<file path="config.mk">
export PLATFORM = sky130hd
export DESIGN_NAME = mem_responder
export DESIGN_NICKNAME = d
export VERILOG_FILES = /design/src/rtl/mem_pkg.sv /design/src/rtl/mem_array.sv /design/src/rtl/mem_responder.sv
export SDC_FILE = /design/constraint.sdc
export NUM_CORES = 2
export LEC_CHECK = 0
export BUFFER_PORTS_ARGS = -buffer_cell sky130_fd_sc_hd__buf_2
export CORE_ASPECT_RATIO = 1.25
export CORE_MARGIN = 4
export CORE_UTILIZATION = 50
export DETAILED_ROUTE_END_ITERATION = 8
export PLACE_DENSITY = 0.67
export SYNTH_ARGS = -nofsm -noshare
export SYNTH_HDL_FRONTEND = slang
export SYNTH_SLANG_ARGS = --single-unit
</file>
<file path="constraint.sdc">
create_clock -name clk -period 7.75 [get_ports clk]
set_input_delay 0.3875 -clock clk [delete_from_list [all_inputs] [get_ports clk]]
set_output_delay 0.3875 -clock clk [all_outputs]
set_load 0.05 [all_outputs]
</file>
<file path="src/rtl/mem_pkg.sv">
// Shared types and helpers for the memory responder.
// The optional misaligned-access error is enabled with the macro MEM_MISALIGN_ERR_EN.
package mem_pkg;

    typedef enum logic [1:0] {IDLE, WAIT, RESP} mem_state_t;

    localparam int unsigned WORD_BYTES = 4;

    // Replace each byte lane of old_word whose strobe bit is set with the lane from new_word.
    function automatic logic [31:0] byte_merge(input logic [31:0] old_word,
                                               input logic [31:0] new_word,
                                               input logic [3:0]  strb);
        logic [31:0] merged;
        merged = old_word;
        for (int i = 0; i < WORD_BYTES; i++) begin
            if (strb[i]) begin
                merged[8*i +: 8] = new_word[8*i +: 8];
            end
        end
        return merged;
    endfunction

endpackage

</file>
<file path="src/rtl/mem_array.sv">
// Word-organised storage with a byte-strobed synchronous write and a registered read.
// A single enable selects whether this cycle performs a read or a write.
module mem_array
    import mem_pkg::*;
#(
    parameter int unsigned DEPTH = 64,
    parameter int unsigned IDX_W = $clog2(DEPTH)
) (
    input  logic             clk,
    input  logic             en,
    input  logic             we,
    input  logic [IDX_W-1:0] idx,
    input  logic [31:0]      wdata,
    input  logic [3:0]       wstrb,
    output logic [31:0]      rdata
);

    logic [31:0] mem [DEPTH];
    logic [31:0] rdata_q;

    always_ff @(posedge clk) begin
        if (en) begin
            if (we) begin
                mem[idx] <= byte_merge(mem[idx], wdata, wstrb);
            end else begin
                rdata_q <= mem[idx];
            end
        end
    end

    assign rdata = rdata_q;

endmodule

</file>
<file path="src/rtl/mem_responder.sv">
// Memory-side responder: one request at a time, held for LATENCY cycles, then answered.
// Define MEM_MISALIGN_ERR_EN to flag accesses with addr[1:0] != 0 instead of performing them.
module mem_responder
    import mem_pkg::*;
#(
    parameter int unsigned ADDR_W  = 32,
    parameter int unsigned DATA_W  = 32,
    parameter int unsigned DEPTH   = 64,
    parameter int unsigned LATENCY = 2
) (
    input  logic              clk,
    input  logic              reset,
    input  logic              req_valid,
    output logic              req_ready,
    input  logic              req_we,
    input  logic [ADDR_W-1:0] req_addr,
    input  logic [DATA_W-1:0] req_wdata,
    input  logic [3:0]        req_wstrb,
    output logic              resp_valid,
    input  logic              resp_ready,
    output logic [DATA_W-1:0] resp_rdata,
    output logic              resp_err
);

    localparam int unsigned IDX_W = $clog2(DEPTH);
    localparam int unsigned CNT_W = (LATENCY > 1) ? $clog2(LATENCY) : 1;
    localparam logic [CNT_W-1:0] CNT_INIT = CNT_W'((LATENCY > 1) ? LATENCY - 2 : 0);

    mem_state_t        state_q;
    logic [CNT_W-1:0]  cnt_q;
    logic              req_ready_q;
    logic              resp_valid_q;
    logic              resp_err_q;
    logic              we_q;
    logic [IDX_W+1:0]  addr_q;
    logic [DATA_W-1:0] wdata_q;
    logic [3:0]        wstrb_q;

    logic              cur_we;
    logic [IDX_W+1:0]  cur_addr;
    logic [DATA_W-1:0] cur_wdata;
    logic [3:0]        cur_wstrb;
    logic              enter_resp;
    logic              misalign;
    logic              arr_en;
    logic [31:0]       arr_rdata;
    logic              unused_addr;

    // With LATENCY == 1 the array is accessed on the accepting edge, so use the live request.
    always_comb begin
        cur_we    = we_q;
        cur_addr  = addr_q;
        cur_wdata = wdata_q;
        cur_wstrb = wstrb_q;
        if (state_q == IDLE) begin
            cur_we    = req_we;
            cur_addr  = req_addr[IDX_W+1:0];
            cur_wdata = req_wdata;
            cur_wstrb = req_wstrb;
        end
    end

    assign enter_resp = ((state_q == IDLE) && req_valid && (LATENCY == 1)) ||
                        ((state_q == WAIT) && (cnt_q == '0));

`ifdef MEM_MISALIGN_ERR_EN
    assign misalign    = (cur_addr[1:0] != 2'b00);
    assign unused_addr = ^req_addr[ADDR_W-1:IDX_W+2];
`else
    assign misalign    = 1'b0;
    assign unused_addr = ^{req_addr[ADDR_W-1:IDX_W+2], cur_addr[1:0]};
`endif

    // Reset on the entry edge aborts the access, so the array is never touched.
    assign arr_en = enter_resp && !reset && !misalign;

    always_ff @(posedge clk) begin
        if (reset) begin
            state_q      <= IDLE;
            cnt_q        <= '0;
            req_ready_q  <= 1'b1;
            resp_valid_q <= 1'b0;
            resp_err_q   <= 1'b0;
            we_q         <= 1'b0;
            addr_q       <= '0;
            wdata_q      <= '0;
            wstrb_q      <= '0;
        end else begin
            unique case (state_q)
                IDLE: begin
                    if (req_valid) begin
                        we_q        <= req_we;
                        addr_q      <= req_addr[IDX_W+1:0];
                        wdata_q     <= req_wdata;
                        wstrb_q     <= req_wstrb;
                        req_ready_q <= 1'b0;
                        if (LATENCY == 1) begin
                            state_q      <= RESP;
                            resp_valid_q <= 1'b1;
                            resp_err_q   <= misalign;
                        end else begin
                            state_q <= WAIT;
                            cnt_q   <= CNT_INIT;
                        end
                    end
                end
                WAIT: begin
                    if (cnt_q == '0) begin
                        state_q      <= RESP;
                        resp_valid_q <= 1'b1;
                        resp_err_q   <= misalign;
                    end else begin
                        cnt_q <= cnt_q - 1'b1;
                    end
                end
                RESP: begin
                    if (resp_ready) begin
                        state_q      <= IDLE;
                        resp_valid_q <= 1'b0;
                        resp_err_q   <= 1'b0;
                        req_ready_q  <= 1'b1;
                    end
                end
                default: begin
                    state_q     <= IDLE;
                    req_ready_q <= 1'b1;
                end
            endcase
        end
    end

    mem_array #(
        .DEPTH (DEPTH),
        .IDX_W (IDX_W)
    ) u_mem_array (
        .clk   (clk),
        .en    (arr_en),
        .we    (cur_we),
        .idx   (cur_addr[IDX_W+1:2]),
        .wdata (cur_wdata),
        .wstrb (cur_wstrb),
        .rdata (arr_rdata)
    );

    assign req_ready  = req_ready_q;
    assign resp_valid = resp_valid_q;
    assign resp_err   = resp_err_q;
    // Writes and flagged accesses report zero data; the read register only matters in RESP.
    assign resp_rdata = (resp_valid_q && !we_q && !resp_err_q) ? arr_rdata : '0;

endmodule
</file>
==> summary.md <==
| Metric | Value |
|---|---|
| Synth Register Bits | `2127` |
| Pin count of the biggest net entering global routing | `115` |
| Total wire length | `roughly 280000 um` |
| CTS Hold Bufs | `45` |
| Die height | `457.5 um` |
| Final GP Congestion | `0.8903` |
| Total DRC errors in the routed layout | `4` |
| Worst endpoint required time | `8.29 ns` |
| Distinct cells, synth | `75` |
| Clk sinks | `2127` |
| Worst hold path type | `in2reg` |
| Antenna violations before repair | `14` |
| Drt initial violations | `9377` |
| Total power | `25530 uW` |
| Max VDD drop | `0.0002389 V` |
| Worst setup skew after layout | `0.03752 ns` |
| Fmax | `0.1646 GHz` |
| Drt pass-1 iters | `9` |
| Synth area leaders | `edfxtp_1 77%, a221oi_1 2.4%, a22oi_1 2.4%` |
| Post-CTS Resized | `0` |
| Cell taking the most area after synthesis | `edfxtp_1` |
| # port buffers | `80` |
| Global-route wire length before repair | `380300 um` |
| WP data arrival | `6.61 ns` |
| RSZ-0062 raised after global routing | `false` |
| CP Class | `reg2reg` |
| Post-DP HPWL | `157200 um` |
| TritonCTS Buffers | `about 190` |
| FFs w/ async S/R, synth | `0%` |
| Initial Utilization | `50.44%` |
| Seq/Total Area, Yosys | `78.43%` |
| Ys flop type | `edfxtp_1` |
| Final Max Tran Viols | `0` |
| Die Wd | `roughly 370 um` |
| Crit path time final | `6.074 ns` |
| Number of global-route vias before repair | `49074` |
| Site row count | `164` |
| Area delta synth->final | `13.22%` |
| Final #Nets | `a little over 5000` |
| Vias | `51874` |
| Wire per inst | `37.76 um` |
| Syn_nets | `4897` |
| Max_cap viols | `0` |
| Clock root cell | `clkbuf_16` |
| Total gr overflow | `0` |
| CTS tree | `done` |
| Mapped cell area | `80830 um2` |
| PwrDens | `roughly 280 nW/um2` |
| YS warnings | `0` |
| Post-Syn Instances | `a little under 5000` |
| Post-synth EDFFs | `~2100` |
| Critical Path Source Type | `flip-flop` |
| Share of layout cells above drive strength 1 | `14.65%` |
| Syn_area_per_cell | `16.76 um2` |
| Final Hold Fails | `0` |
| Finished Layout Cells | `7317` |
| Worst skew pair latency | `0.85 ns` |
| I/O pin count | `108` |
| Placed cells | `around 6900` |
| H-tree depth | `4` |
| Slew Limit Headroom | `13.29%` |
| CP Capture Type | `flip-flop` |
| Top cell type's share of synthesized area | `77.27%` |
| Run status | `finished, violations left` |
| Max clock buf depth | `3` |
| Actual slew at the worst max-slew pin | `1.287 ns` |
| Final period utilization | `about 80%` |
| Setup TNS | `0 ns` |
| Post-CTS Setup Bufs | `0` |
| DR vias/cell | `between 7 and 8` |
| Setup violations, final | `0` |
| Post-route ant nets | `0` |
| Leakage | `between 0.02 and 0.03 uW` |
| CP max FO | `46` |
| CTS clk-pin slew, worst paths | `approximately 0.060 ns` |
| Failing checks | `DRC` |
| Gr usage total | `32.15%` |
| Core area | `~160000 um2` |
| DIE AREA | `~170000 um2` |
==> path summary, 6_finish.rpt <==
check	startpoint	end	slack [ns]	cells past startpoint
worst min-delay path	req_valid	addr_q[5]$_SDFFE_PP0P_	0.20	4
worst max register to register	state_q[0]$_SDFFE_PP0P_	u_mem_array.mem[39][0]$_DFFE_PP_	1.68	11
worst max-delay path	state_q[0]$_SDFFE_PP0P_	u_mem_array.mem[39][0]$_DFFE_PP_	1.68	11
worst min register to register	wdata_q[22]$_SDFFE_PP0P_	wdata_q[22]$_SDFFE_PP0P_	0.46	2
==> cell type report <==
cell class / count / area [um2]
antenna: 5 / 12.51
clock buffer: 232 / 4910
clock inverter: 117 / 1080
fill: 12019 / 68740
inverter: 18 / 67.56
multi-input combinational: 2319 / 16690
sequential: 2127 / 63400
tap: 2158 / 2700
timing repair buffer: 341 / 2660
==> registers in the layout, indices dropped and copies added, names as in the netlist <==
name               flops
addr_q                 6
wdata_q               32
req_ready              1
state_q                2
we_q                   1
u_mem_array.rdata     32
resp_valid             1
wstrb_q                4
u_mem_array.mem     2048
==> through the flow <==
stage	utilization (%)	setup WS, ns	cell area, um2	hold slack [ns]
after floorplan	-	2.268	80830	0.4328
after global placement	53.08	2.146	85070	0.4414
after detailed placement	53.08	1.996	85070	0.4476
after CTS	57.10	1.960	91510	0.1755
after global routing	57.10	1.478	91510	0.2054
final	57.11	1.676	91520	0.1960
==> worst max-delay path, stage by stage, from the launching register on <==
cell and delay [ns]:
dfxtp_1 0.86, buf_4 0.40, nor2_4 0.17, buf_4 0.34, o31ai_1 0.55, and2_1 0.22, buf_4 0.51, o21ai_0 0.41
nand4_1 0.61, a211oi_1 0.11, nor3_2 0.89, buf_4 0.62
==> synthesized netlist by cell type, types with 11 or more instances <==
master and number:
edfxtp_1 2080, a22oi_1 256, nand2_1 247, a221oi_1 222, o21ai_0 199, nor2_1 191, a21oi_1 179, clkbuf_1 168
a222oi_1 161, mux2i_1 146, o22ai_1 124, buf_2 107, nor3_1 70, nand3_1 52, buf_1 48, dfxtp_1 47
and2_1 40, nor3b_1 37, mux2_2 34, buf_4 29, a2111oi_0 27, o221ai_1 26, o2111ai_1 25, a211oi_1 24
o211ai_1 22, a22o_1 20, or3_1 19, a221o_1 16, inv_1 15, or2_2 15, nand4_1 13, a21o_1 11
a31o_2 11
==> per-layer routing <==
metal	track usage, %	wire (um)	share of wire (%)	vias up
li1	-	-	-	20340
met2	49.08	125100	45	4562
met5	0	47	0.017	-
met1	40.41	91160	33	26048
met4	22.18	22490	8.1	6
met3	8.359	37520	14	918
==> cells in the final DEF, fill, tap and decap left out, types with 27 or more instances in the layout <==
cell type / instances
a2111oi_0: 27
a21oi_1: 179
a221oi_1: 222
a222oi_1: 161
a22oi_1: 256
and2_1: 40
buf_2: 80
buf_4: 201
clkbuf_1: 40
clkbuf_16: 188
clkinv_1: 56
clkinv_2: 27
dfxtp_1: 47
dlygate4sd3_1: 45
edfxtp_1: 2080
mux2_2: 35
mux2i_1: 144
nand2_1: 242
nand3_1: 52
nor2_1: 122
nor2_4: 68
nor3_1: 44
nor3b_1: 37
o21ai_0: 198
o22ai_1: 116
==> report_power, final <==
part / total, uW / switching (uW) / internal, uW / leakage (uW)
registers: 13300 / 24.9 / 13300 / 0.0191
clock network: 9170 / 4200 / 4970 / 0.00291
logic: 3010 / 2330 / 675 / 0.00629
total: 25500 / 6560 / 19000 / 0.0283
==> cell families after synthesis <==
logic type	Yosys count	share of synthesized area, %
flops	2127	78.43
compound gates	1399	12.82
simple gates	738	4.312
buf+inv	378	2.130
mux	181	2.296
other cells	1	0.004639
(Power assumes the default switching activity.)
